`src/rtl/int_entry_seq.sv`:
```
// Interrupt entry sequencer.
// Accepts a pending interrupt at an instruction boundary, pushes the return PC
// onto the stack as two byte writes, then strobes the vector into PC, moves SP
// down by two, clears the global enable and retires the source upstream.
module int_entry_seq #(
    parameter int ADDR_W      = 16,
    parameter bit PUSH_HI_1ST = 1'b1
) (
    input  logic              clk,
    input  logic              reset,
    input  logic              cauch_int,
    input  logic [ADDR_W-1:0] int_address,
    input  logic              insn_boundary,
    input  logic              ie,
    input  logic [ADDR_W-1:0] pc,
    input  logic [ADDR_W-1:0] sp,
    input  logic              mem_ready,
    output logic [ADDR_W-1:0] mem_addr,
    output logic [7:0]        mem_wdata,
    output logic              mem_we,
    output logic              busy,
    output logic              pc_load,
    output logic [ADDR_W-1:0] pc_new,
    output logic              sp_load,
    output logic [ADDR_W-1:0] sp_new,
    output logic              ie_clear,
    output logic              clr_int
);

    typedef enum logic [2:0] {
        S_IDLE   = 3'd0,
        S_PUSH1  = 3'd1,
        S_PUSH2  = 3'd2,
        S_VECTOR = 3'd3,
        S_ACK    = 3'd4
    } state_t;

    state_t            state_q, state_d;
    logic [ADDR_W-1:0] ret_q, ret_d;
    logic [ADDR_W-1:0] vec_q, vec_d;
    logic [ADDR_W-1:0] base_q, base_d;

    logic              accept;
    logic [7:0]        first_byte;
    logic [7:0]        second_byte;

    // An interrupt is taken only between instructions with interrupts enabled.
    assign accept = cauch_int & ie & insn_boundary;

    // Byte order on the stack is fixed at elaboration.
    assign first_byte  = PUSH_HI_1ST ? ret_q[15:8] : ret_q[7:0];
    assign second_byte = PUSH_HI_1ST ? ret_q[7:0]  : ret_q[15:8];

    // State and operand registers; reset abandons any sequence in flight.
    always_ff @(posedge clk) begin
        // NOTE: non-blocking assignments keep every register updating from the
        // same pre-edge values, so ordering inside this block does not matter.
        if (reset) begin
            state_q <= S_IDLE;
            ret_q   <= '0;
            vec_q   <= '0;
            base_q  <= '0;
        end else begin
            state_q <= state_d;
            ret_q   <= ret_d;
            vec_q   <= vec_d;
            base_q  <= base_d;
        end
    end

    // Next-state and operand capture: operands are frozen at accept so the
    // push sequence ignores later changes on pc, sp, int_address and ie.
    always_comb begin
        // NOTE: every signal gets a default first so no path leaves one
        // unassigned, which would otherwise infer a latch.
        state_d = state_q;
        ret_d   = ret_q;
        vec_d   = vec_q;
        base_d  = base_q;
        unique case (state_q)
            S_IDLE: begin
                if (accept) begin
                    ret_d  = pc;
                    vec_d  = int_address;
                    base_d = sp;
                    // A zero vector means no real source: stay idle.
                    if (int_address != '0) begin
                        state_d = S_PUSH1;
                    end
                end
            end
            S_PUSH1: begin
                if (mem_ready) begin
                    state_d = S_PUSH2;
                end
            end
            S_PUSH2: begin
                if (mem_ready) begin
                    state_d = S_VECTOR;
                end
            end
            S_VECTOR: begin
                state_d = S_ACK;
            end
            S_ACK: begin
                state_d = S_IDLE;
            end
            default: begin
                state_d = S_IDLE;
            end
        endcase
    end

    // Moore outputs decoded from state and frozen operands only.
    always_comb begin
        mem_we    = 1'b0;
        mem_addr  = '0;
        mem_wdata = '0;
        busy      = 1'b1;
        pc_load   = 1'b0;
        pc_new    = '0;
        sp_load   = 1'b0;
        sp_new    = '0;
        ie_clear  = 1'b0;
        clr_int   = 1'b0;
        unique case (state_q)
            S_IDLE: begin
                busy = 1'b0;
            end
            S_PUSH1: begin
                mem_we    = 1'b1;
                mem_addr  = base_q;
                mem_wdata = first_byte;
            end
            S_PUSH2: begin
                mem_we    = 1'b1;
                mem_addr  = base_q - ADDR_W'(1);
                mem_wdata = second_byte;
            end
            S_VECTOR: begin
                pc_load  = 1'b1;
                pc_new   = vec_q;
                sp_load  = 1'b1;
                sp_new   = base_q - ADDR_W'(2);
                ie_clear = 1'b1;
                clr_int  = 1'b1;
            end
            S_ACK: begin
                // Gives the upstream registered cauch_int a cycle to drop.
                busy = 1'b1;
            end
            default: begin
                busy = 1'b0;
            end
        endcase
    end

endmodule

```
`config.mk`:
```
export PLATFORM = sky130hd
export DESIGN_NAME = int_entry_seq
export DESIGN_NICKNAME = d
export VERILOG_FILES = /design/src/rtl/int_entry_seq.sv
export SDC_FILE = /design/constraint.sdc
export NUM_CORES = 1
export LEC_CHECK = 0
export CAP_MARGIN = 20
export CORE_MARGIN = 2
export CORE_UTILIZATION = 44
export DETAILED_ROUTE_END_ITERATION = 10
export GPL_TIMING_DRIVEN = 0
export PLACE_DENSITY = 0.81
export SLEW_MARGIN = 20
export SYNTH_ARGS = -nofsm -noshare
export SYNTH_HDL_FRONTEND = slang
export SYNTH_SLANG_ARGS = --single-unit
```
`constraint.sdc`:
```
create_clock -name clk -period 2.4 [get_ports clk]
set_input_delay 0.36 -clock clk [delete_from_list [all_inputs] [get_ports clk]]
set_output_delay 0.36 -clock clk [all_outputs]
set_load 0.1 [all_outputs]
```
* Word level (Yosys, flattened, before mapping)
Cells that the tools add are included.
Storage, ports and cells: bits of input ports 54, bits in latches 0, register bits 51, ROM bits 0, memories kept 0, logic and storage cells 34, RAM bits 0
Cells by class: shift-type cells 0, bitwise operators 2, $lt $le $gt $ge 0, $mul 0, multiplexer cells 12, $add $sub $neg 2, equal/unequal tests 8, div/mod/pow operators 0, reduce and logical (&&, ||, !) cells 6
Operators by type and width (number):
- 2-to-1 mux 16 bit | 2
- one-hot mux 16 bit (2 select lines) | 1
- one-hot mux 8 bit (2 select lines) | 1
- nonzero test 16 bit | 1
- subtractor 16 x 1 -> 16 bit, second input constant | 1
- subtractor 16 x 2 -> 16 bit, second input constant | 1
- 2-to-1 mux 3 bit | 4
- one-hot mux 3 bit (4 select lines) | 1
- != test 2 bit, second input constant | 4
- equality test 3 x 2 -> 1 bit, second input constant | 2
- AND reduction 4 bit | 1
- OR reduction 4 bit | 1
- equality test 3 x 1 -> 1 bit, second input constant | 1
- equality test 3 bit, second input constant | 1
- logical NOT 3 bit | 1
- 2-to-1 mux 1 bit | 3
- bitwise AND 1 bit | 2
- AND reduction 2 bit | 1
- OR reduction 2 bit | 1

* Longest topological paths before layout
Gate-level depths: netlist of run 1.
depth in word-level cells 4, depth in mapped cells 7, mapped depth without buffers 6

* Worst setup path before layout of run 1
No wires, ideal clock.
path kind flip-flop to output port, start register state_q[2], end output port mem_addr[4], setup slack -2.185 ns, cell stages (with the launch flop) 5, required time 2.040 ns, arrival time 4.225 ns, buffers on the path 2, cells stage by stage dfxtp_1 buf_2 or3b_1 clkbuf_1 o41ai_1
Between the ends: word-level cells in the longest chain between the ends 2
Ends and longest elaborated chain:
- start, declared | line 38 | state_t state_q, state_d;
- start signal, assigned | line 64 | state_q <= state_d;
- equality test 3 x 2 -> 1 bit or equality test 3 x 1 -> 1 bit (tied branches) | line 126 | unique case (state_q)
- one-hot mux 16 bit (2 select lines) (*) | line 126
- end, declared | line 18 | output logic [ADDR_W-1:0] mem_addr,
Mark *: on every way between the ends. The rest lies on a longest branch, timed or not.

* Worst setup path in the final report of run 1
start register base_q[4], end output port mem_addr[10]
Between the ends: word-level cells in the longest chain between the ends 2
Ends and longest elaborated chain:
- start, declared | line 41 | logic [ADDR_W-1:0] base_q, base_d;
- start signal, assigned | line 67 | base_q <= base_d;
- subtractor 16 x 1 -> 16 bit | line 137 | mem_addr = base_q - ADDR_W'(1);
- one-hot mux 16 bit (2 select lines) | line 126
No other way between the ends.

==> results of run 1 <==
==> critical path: cells and delay by family, from the launching register on <==
family | cells | cell delay [ns]
and+or+nand+nor | 2 | 0.84
AOI/OAI and AO/OA | 2 | 0.37
buffers and inverters | 2 | 0.35
DFF | 1 | 0.37
==> layout by cell type (no fill, tap or decap), types with 7 or more instances in the layout <==
master	count
nand2_1	109
clkdlybuf4s50_1	52
a21oi_1	51
dfxtp_1	42
buf_4	29
buf_6	26
nor2_1	17
buf_12	15
buf_2	13
clkbuf_1	10
and2_2	9
a22o_1	8
clkbuf_4	8
clkdlybuf4s15_2	8
and2_1	7
==> power groups by stage <==
stage | clock network [mW] | registers, mW | logic [mW]
finish | 0.492 | 0.908 | 0.873
global route | 0.533 | 0.912 | 0.914
CTS | 0.497 | 0.901 | 0.810
detailed placement | 0 | 0.916 | 0.715
global placement | 0 | 0.915 | 0.708
floorplan | 0 | 0.911 | 0.509
==> cell type report <==
class / instances / share of cell area, %
repair buffers: 138 / 29.3
clock buffers: 5 / 1.39
multi-input cells: 304 / 41.4
plain buffers: 31 / 4.33
inverters: 6 / 0.454
flip-flops and latches: 51 / 20.9
clock inverters: 2 / 0.277
well taps: 77 / 1.94
==> worst min path at each step <==
| stage | from | end | cells after the start |
|---|---|---|---|
| finish | vec_q[9] | vec_q[9] | 2 |
| global route | ret_q[15] | ret_q[15] | 2 |
| CTS | vec_q[9] | vec_q[9] | 2 |
| detailed placement | vec_q[9] | vec_q[9] | 2 |
| global placement | vec_q[13] | vec_q[13] | 2 |
| floorplan | vec_q[10] | vec_q[10] | 2 |
==> logic make-up (layout without fill, tap and decap cells) <==
kind of cell	count (synthesis)	after routing	share of synthesized area (%)
buffers and inverters	43	182	7.32
flip-flops	51	51	35.3
AO/OA/AOI/OAI	91	91	17.9
multiplexers	1	1	0.390
XOR/XNOR	14	14	4.24
AND/OR/NAND/NOR	196	196	34.0
adder cells (fa/ha/maj)	2	2	0.866
==> routing by layer <==
layer	vias to the layer above	GRT usage [%]	wire length, um
li1	1632	-	-
met1	1614	33.0	4170
met2	188	43.5	5270
met3	31	5.64	876
met4	0	8.66	316
met5	-	0	0
==> registers in the layout, indices dropped and copies added, names as in the netlist <==
signal and flops:
base_q 16, ret_q 16, vec_q 16, state_q 3
==> through the flow <==
stage | std cells | total power [mW] | utilization (%) | setup TNS (ns)
finish | 614 | 2.27 | 78.2 | -0.862
global route | 614 | 2.36 | 78.2 | -2.13
CTS | 609 | 2.21 | 74.3 | -0.423
detailed placement | 589 | 1.63 | 68.4 | -46.04
global placement | 589 | 1.62 | 68.4 | -43.61
floorplan | 398 | 1.42 | - | -4.89
==> what timing repair did <==
| item | CTS | global route |
|---|---|---|
| resized for setup | 410 | 62 |
| gates cloned | 0 | 0 |
| setup buffers | 17 | 7 |
| setup endpoints to repair | 62 | 58 |
| pin swaps | 11 | 13 |
==> qor.yml, run 1 <==
status: "finished, violations left"
violations: "negative setup slack"
clkTransAtPathRegs_ns: 0.09
cts-root-buf: "clkbuf_8"
fmax_mhz: 385
finalCritPeriodShare_pct: 108
synthArstFlopShare_pct: 0
vias: 3465
slew_headroom_pct: 36.0
synth.distinct_cells: 42
syn_to_final_growth_pct: 71.9
synthTopCellsByCount: "nand2_1, a21oi_1, dfxtp_1"
crit_type: "reg -> out"
synth_area_per_cell_um2: 7.26
layout-drive-gt1-share_pct: 35.6
ir_drop_mv: 0.312
critPathLaunch: "base_q[4]"
slowest_stage: "or4_4"
viasPerCell: 5.64
grt_setup_unrepaired: "yes"
synth-main-ff-cell: "dfxtp_1"
cts_sinks: 51
p_sw_mw: 0.850
synth.area.top_cells: "dfxtp_1, nand2_1, a21oi_1, and2_1, nor2_1"
grt_overflow: 0
die_h_um: 85.0
hpwl_um: 6620
grt_first_pass_wirelength_um: 15300
start_util_pct: 45.5
htreeDepth: 2
p_leak_nw: 1.97
wirelength_um: 10600
first_pass_iters: 5
yosysWarnings: 0
cp-end-kind: "primary output"
fin_skew_ns: 0.00449
core-area_um2: 6350
slowest_delay_ns: 0.61
setup_violations: 13
seqPwrFrac_pct: 40.0
slew_viol_final: 0
final_cell_area_um2: 4970
powerDensity_nw_per_um2: 458
drt_iter0_drc: 209
num_rows: 29
r2r_start: "state_q[2]"
dieArea_um2: 7230
swShare_pct: 37.4
place_ws_ns: -1.14
cp.required_ns: 2.04
antenna_found_initial: 0
clk_latency_ns: 0.31
combPwrFrac_pct: 38.4
seq_area_frac_synth_pct: 35.3
fin_crit_ns: 2.59
holdWs_ns: 0.454
multiInputGateArea_um2: 2060
diodes: 0
synth-seq-cells: 51
worstMarginPinSlew_ns: 0.964
pwr-share-clk_pct: 21.6
ios: 116
hp-class: "reg -> reg"
netlist_instances: 398
cts_tree: "yes"
clock_path_buffers: 2
hold_viol_final: 0
place_congestion: 0.853
synth_fp_nets: 454
postCtsHoldBufs: 0
die_w_um: 85.0
p_int_mw: 1.42
reg2reg_slack_ns: 0.62
cp.arrival_ns: 2.23
nets: 593
critPathLaunchType: "register"
synth_area_um2: 2890
post-route-drc-count: 0
dpl_cell_area_um2: 4340
synth_top_cell_by_area: "dfxtp_1"
synth_top_area_share_pct: 35.3
post-synth-top-count-cell: "nand2_1"
cp_max_fo: 5
fin_ws_ns: -0.195
grt_max_degree: 16
crit_chain: "or4_4 -> nor3_4 -> buf_6 -> a21oi_1 -> a31oi_4 -> buf_12"
regArea_um2: 1040
ant_nets: 0
io_buffer_count: 114
maxCapViolCount: 0
cts-buffers-inserted: 5
rr_endpoint: "ret_q[8]"
wl_per_cell_um: 17.3
groute.usage.overall_pct: 25.9
num-fill-cells: 449
cp-endpoint: "mem_addr[10]"
grt_pass1_vias: 3243
synth_edf_count: 0
worstRegToRegCells: 6
(Power assumes the default switching activity.)
==> run 2, diff against run 1 <==
--- a/config.mk
+++ b/config.mk
@@ -9,6 +9,8 @@
 export CORE_MARGIN = 2
-export CORE_UTILIZATION = 44
+export CORE_UTILIZATION = 45
+export CTS_BUF_LIST = sky130_fd_sc_hd__clkbuf_2
 export DETAILED_ROUTE_END_ITERATION = 10
 export GPL_TIMING_DRIVEN = 0
-export PLACE_DENSITY = 0.81
+export PLACE_DENSITY = 0.83
+export RECOVER_POWER = 25
 export SLEW_MARGIN = 20
==> constraint.sdc (replaced) <==
create_clock -name clk -period 2.4 [get_ports clk]
set_input_delay 0.24 -clock clk [delete_from_list [all_inputs] [get_ports clk]]
set_output_delay 0.24 -clock clk [all_outputs]
set_load 0.1 [all_outputs]
==> run 2 against run 1 <==
  * The flow still finishes with violations (negative setup slack)
  * Core utilization rose by 2.4 points
  * Hold slack lost 0.23 ns
  * Die area is 2.1% lower
  * Sequential power up 0.8%
  * Clock-buffer cell count did not move
  * Combinational power rose by 1%
  * Global-route usage rose by 0.31 points
==> qor.yml, run 2 (same netlist as run 1, synthesis figures left out) <==
status: "finished, violations left"
violations: "negative setup slack"
critPathLaunchType: "register"
die_h_um: 84.1  # -1.1%
num_rows: 29  # unchanged
finalPower_mw: 2.19  # -3.7%
swShare_pct: 39.7  # +2.3 points
groute.usage.overall_pct: 26.2  # +0.31 points
clock_path_buffers: 2  # unchanged
p_leak_nw: 1.99  # +0.94%
cp-end-kind: "primary output"
maxCapViolCount: 0  # unchanged
ios: 116  # unchanged
fin_skew_ns: 0.0276  # +0.0231 ns
cp_max_fo: 4  # -1
critPathLaunch: "base_q[4]"
clkTransAtPathRegs_ns: 0.30  # +0.21 ns
place_congestion: 0.949  # +11%
pwr-share-clk_pct: 17.8  # -3.8 points
cts-buffers-inserted: 5  # unchanged
io_buffer_count: 114  # unchanged
final_cell_mix: "nand2_1, clkdlybuf4s50_1, a21oi_1"
layout_commonest_cell: "nand2_1"
finalCritPeriodShare_pct: 108  # -0.43 points
first_pass_iters: 5  # unchanged
top_regs: "base_q (16), ret_q (16), vec_q (16)"
p_int_mw: 1.32  # -7.2%
die_w_um: 84.1  # -1.1%
vias: 3456  # -0.26%
grt_setup_unrepaired: "yes"
cp.arrival_ns: 2.34  # +0.11 ns
post-route-drc-count: 0  # unchanged
core-area_um2: 6280  # -1.1%
htreeDepth: 2  # unchanged
holdWs_ns: 0.224  # -0.229 ns
nets: 594  # +0.17%
combPwrFrac_pct: 40.4  # +2.0 points
worstHoldStart: "reset"
grt_max_degree: 19  # +3
grt_pass1_vias: 3289  # +1.4%
r2r_start: "state_q[1]"
fin_ws_ns: -0.185  # +0.0103 ns
postCtsHoldBufs: 0  # unchanged
grtUsageMet2_pct: 45.2  # +1.7 points
dieArea_um2: 7080  # -2.1%
grt_first_pass_wirelength_um: 15400  # +0.64%
diodes: 0  # unchanged
worstMarginPinSlew_ns: 0.674  # -0.290 ns
wl_per_cell_um: 17.6  # +1.9%
drt_iter0_drc: 270  # +29%
ant_nets: 0  # unchanged
layout-drive-gt1-share_pct: 38.8  # +3.2 points
multiInputGateArea_um2: 2100  # +1.9%
slew_viol_final: 0  # unchanged
grt_util_met1_pct: 31.5  # -1.5 points
met3_usage_pct: 6.92  # +1.3 points
start_util_pct: 46.0  # +0.53 points
hp-class: "in -> reg"
cp.required_ns: 2.16  # +0.12 ns
syn_to_final_growth_pct: 75.1
powerDensity_nw_per_um2: 433  # -5.4%
regArea_um2: 1050  # +0.96%
p_sw_mw: 0.870  # +2.3%
cts_sinks: 51  # unchanged
ir_drop_mv: 0.374  # +20%
antenna_found_initial: 0  # unchanged
top_usage_layer: "met2"
cts-root-buf: "clkbuf_2"
fmax_mhz: 387  # +0.40%
viasPerCell: 5.61  # -0.58%
grt_overflow: 0  # unchanged
clk_latency_ns: 0.46  # +0.15 ns
num-fill-cells: 419  # -6.7%
slew_headroom_pct: 55.1  # +19 points
crit_type: "reg -> out"
hold_viol_final: 0  # unchanged
cts_tree: "yes"
setup_violations: 19  # +6
fin_crit_ns: 2.58  # -0.0103 ns
wirelength_um: 10900  # +2.2%
hpwl_um: 6590  # -0.56%
seqPwrFrac_pct: 41.8  # +1.8 points
-- run 2: changes by cell type in the layout (fill, tap and decap cells not counted), moves of 4 or more --
cell             delta
buf_12              +9
nor2_2              +8
buf_4               +7
clkdlybuf4s15_2     -7
buf_6               -5
clkbuf_8            -5
nor2_4              -5
clkbuf_2            +4
clkbuf_4            -4
-- run 2: stage by stage --
| stage | setup TNS (ns) | instance area (um2) | setup WS, ns | instances | utilization, % |
|---|---|---|---|---|---|
| 6_report | -1.74 | 5060 | -0.185 | 616 | 80.6 |
| 5_1_grt | -6.10 | 5060 | -0.289 | 616 | 80.6 |
| 4_1_cts | -1.35 | 4620 | -0.207 | 604 | 73.6 |
| 3_5_place_dp | -33.76 | 4290 | -0.964 | 589 | 68.3 |
| 3_3_place_gp | -32.25 | 4290 | -0.956 | 589 | 68.3 |
| 2_1_floorplan | -0.977 | 3050 | -0.231 | 398 | - |
-- run 2: repair_timing --
item | CTS | global route
pin swaps | 13 | 17
cloned | 1 | 1
resized for setup | 451 | 89
setup buffers | 15 | 12
setup endpoints to repair | 62 | 48
-- run 2: power groups by stage --
| stage | Combinational [mW] | Clock, mW | Sequential, mW |
|---|---|---|---|
| 2_1_floorplan | 0.494 | 0 | 0.911 |
| 3_3_place_gp | 0.690 | 0 | 0.916 |
| 3_5_place_dp | 0.698 | 0 | 0.917 |
| 4_1_cts | 0.773 | 0.393 | 0.912 |
| 5_1_grt | 0.925 | 0.436 | 0.921 |
| 6_report | 0.885 | 0.390 | 0.915 |
-- run 2: worst paths after layout --
check	cells after the start	slack, ns	to
setup / recovery	6	-0.18	mem_addr[12]
hold / removal	4	0.22	state_q[0]
setup reg to reg	7	0.23	base_q[6]
hold reg to reg	2	0.47	vec_q[5]
-- run 2: cell type report --
class,instances,area share [%]
flip-flops and latches,51,20.8
repair buffers,142,30.6
clock inverters,3,0.544
plain buffers,28,3.64
well taps,77,1.90
inverters,6,0.594
clock buffers,5,0.495
multi-input cells,304,41.4
-- run 2: critical path: stages, from the launching register on --
cell and delay [ns]:
dfxtp_4 0.43, or4_4 0.58, nor3_4 0.22, buf_12 0.15, a31oi_4 0.09, a31oi_4 0.19, buf_12 0.20
-- run 2: per-layer routing --
layer,part of all wire (%),up-vias
li1,-,1622
met1,38,1613
met2,51,191
met3,7.9,30
met4,2.5,0
met5,0,-
==> run 3, diff against run 2 <==
- CORE_UTILIZATION: 45 -> 48
- PLACE_DENSITY: 0.83 -> 0.88
- clock period: 2.4 -> 3 ns (I/O delays scaled with it)
==> run 3 against run 2 <==
  * The flow now finishes without violations
  * Core utilization is 9.7 points lower
  * Design area decreased by 18%
  * Critical path depth is 1 higher
  * Critical path type unchanged
  * Largest power group unchanged
  * Highest routed layer unchanged
==> qor.yml, run 3 (same netlist as run 1, synthesis figures left out) <==
die_w_um: 81.6  # -3.0%
place_congestion: 0.955  # +0.62%
io_buffer_count: 114  # unchanged
cts_tree: "yes"
multiInputGateArea_um2: 1740  # -17%
critPathLaunchType: "register"
hpwl_um: 6620  # +0.56%
core-area_um2: 5890  # -6.2%
dieArea_um2: 6660  # -6.0%
maxCapViolCount: 0  # unchanged
status: "finished, final reports clean"
hold-path-endpoint: "state_q[0]"
start_util_pct: 49.1  # +3.1 points
num_rows: 28  # -3.4%
crit_type: "reg -> out"
fmax_mhz: 346
clkTransAtPathRegs_ns: 0.28  # -0.02 ns
worstRegToRegCells: 6  # -1
r2r_start: "state_q[2]"
grt_max_degree: 19  # unchanged
top_regs: "base_q (16), ret_q (16), vec_q (16)"
post-route-drc-count: 0  # unchanged
ant_nets: 0  # unchanged
final_cell_mix: "nand2_1, a21oi_1, clkdlybuf4s50_1"
fin_crit_ns: 2.89
min_delay_path_depth: 4  # unchanged
p_leak_nw: 1.70  # -15%
final_util_pct: 70.9  # -9.7 points
cp.required_ns: 2.70  # +0.54 ns
layout_commonest_cell: "nand2_1"
cts-buffers-inserted: 5  # unchanged
setup_violations: 0  # -19
reg2reg_slack_ns: 0.96  # +0.73 ns
grt_overflow: 0  # unchanged
htreeDepth: 2  # unchanged
regArea_um2: 1020  # -2.7%
fin_skew_ns: 0.0189  # -0.00875 ns
hold_viol_final: 0  # unchanged
p_int_mw: 0.966  # -27%
grt_pass1_vias: 2902  # -12%
final_cell_area_um2: 4170  # -18%
wl_per_cell_um: 14.9  # -15%
top_usage_layer: "met2"
met3_usage_pct: 6.70  # -0.22 points
ios: 116  # unchanged
groute.usage.overall_pct: 26.3  # +0.11 points
slew_headroom_pct: 35.1  # -20 points
hp-class: "in -> reg"
crit_chain: "buf_2 -> or3b_1 -> clkbuf_1 -> o21ai_0 -> nand2_1 -> o21ai_1 -> clkbuf_4"
num-fill-cells: 541  # +29%
slowest_delay_ns: 0.49  # -0.09 ns
grt_util_met1_pct: 31.9  # +0.34 points
grt_first_pass_wirelength_um: 13700  # -11%
wirelength_um: 8890  # -18%
layout-drive-gt1-share_pct: 21.5  # -17 points
swShare_pct: 38.5  # -1.2 points
pwr-share-clk_pct: 19.4  # +1.6 points
combPwrFrac_pct: 34.6  # -5.8 points
cp.arrival_ns: 2.59  # +0.25 ns
drt_iter0_drc: 193  # -29%
nets: 576  # -3.0%
postCtsHoldBufs: 0  # unchanged
cts-root-buf: "clkbuf_2"
grtUsageMet2_pct: 46.2  # +1.1 points
worstHoldStart: "reset"
die_h_um: 81.6  # -3.0%
viasPerCell: 5.35  # -4.6%
slew_viol_final: 0  # unchanged
antenna_found_initial: 0  # unchanged
rr_endpoint: "base_q[2]"
dpl_cell_area_um2: 4170  # -2.9%
ir_drop_mv: 0.262  # -30%
clock_path_buffers: 2  # unchanged
syn_to_final_growth_pct: 44.3
seqPwrFrac_pct: 46.0  # +4.2 points
powerDensity_nw_per_um2: 377  # -13%
first_pass_iters: 5  # unchanged
p_sw_mw: 0.605  # -30%
cp_max_fo: 10  # +6
finalCritPeriodShare_pct: 96.4
cp-end-kind: "primary output"
diodes: 0  # unchanged
slowest_stage: "or3b_1"
worstMarginPinSlew_ns: 0.970  # +0.296 ns
cts_sinks: 51  # unchanged
clk_latency_ns: 0.43  # -0.03 ns
vias: 3189  # -7.7%
==> run 3: cell count changes in the layout (fill, tap and decap cells not counted), moves of 8 or more <==
cell	previous run	this run
and2_1	7	16
buf_4	36	8
and2_2	9	0
nor2_2	9	0
clkbuf_4	4	18
nor2_1	14	23
buf_6	21	5
o21ai_2	8	0
buf_12	24	1
clkbuf_2	8	16
clkdlybuf4s15_2	1	17
dfxtp_1	40	51
==> run 3: per-layer routing <==
layer	routed length, um	share of wire (%)
met2	4440	50
met5	0	0
met1	3650	41
met3	703	7.9
met4	99	1.1
==> run 3: how the worst max path moves through the flow <==
| stage | startpoint | end | slack, ns |
|---|---|---|---|
| 5_1_grt | state_q[1] | mem_addr[2] | -0.03 |
| 2_1_floorplan | base_q[2] | mem_addr[3] | -0.50 |
| 3_3_place_gp | base_q[2] | mem_addr[15] | -0.37 |
| 6_report | state_q[1] | mem_addr[2] | 0.11 |
| 3_5_place_dp | base_q[2] | mem_addr[15] | -0.44 |
| 4_1_cts | base_q[2] | mem_addr[15] | -0.03 |
==> run 3: layout make-up <==
type                    instances  area share, %
well taps                      75           2.25
clock buffers                   5          0.600
multi-input cells             304           41.6
flip-flops and latches         51           24.5
repair buffers                115           25.2
inverters                       6          0.540
clock inverters                 3          0.630
plain buffers                  37           4.68
==> run 3: power groups by stage <==
stage | registers, mW | clock network [mW] | logic (mW)
after floorplan | 0.729 | 0 | 0.375
after global placement | 0.732 | 0 | 0.533
after detailed placement | 0.734 | 0 | 0.536
after CTS | 0.722 | 0.312 | 0.532
after global routing | 0.726 | 0.347 | 0.582
final | 0.722 | 0.305 | 0.544
==> run 3: per-stage QoR <==
step           power [mW]  hold slack [ns]  setup TNS [ns]  setup slack (ns)  std cells
2_1_floorplan        1.10            0.432           -1.20            -0.496        398
3_3_place_gp         1.27            0.438           -2.07            -0.375        587
3_5_place_dp         1.27            0.445           -3.06            -0.438        587
4_1_cts              1.57            0.281          -0.210           -0.0251        595
5_1_grt              1.65            0.282          -0.111           -0.0300        596
6_report             1.57            0.294               0             0.109        596
==> run 3: worst max-delay path: cells and delay by family, from the launching register on <==
kind / cells / cell delay (ns)
AOI/OAI and AO/OA: 2 / 0.32
and+or+nand+nor: 2 / 0.57
buffers and inverters: 3 / 0.88
DFF: 1 / 0.40
==> run 3: repair_timing <==
action | in CTS | in global routing
endpoints found under the setup margin | 61 | 52
buffers inserted | 0 | 1
hold endpoints to repair | 0 | 0
resized for setup | 213 | 80
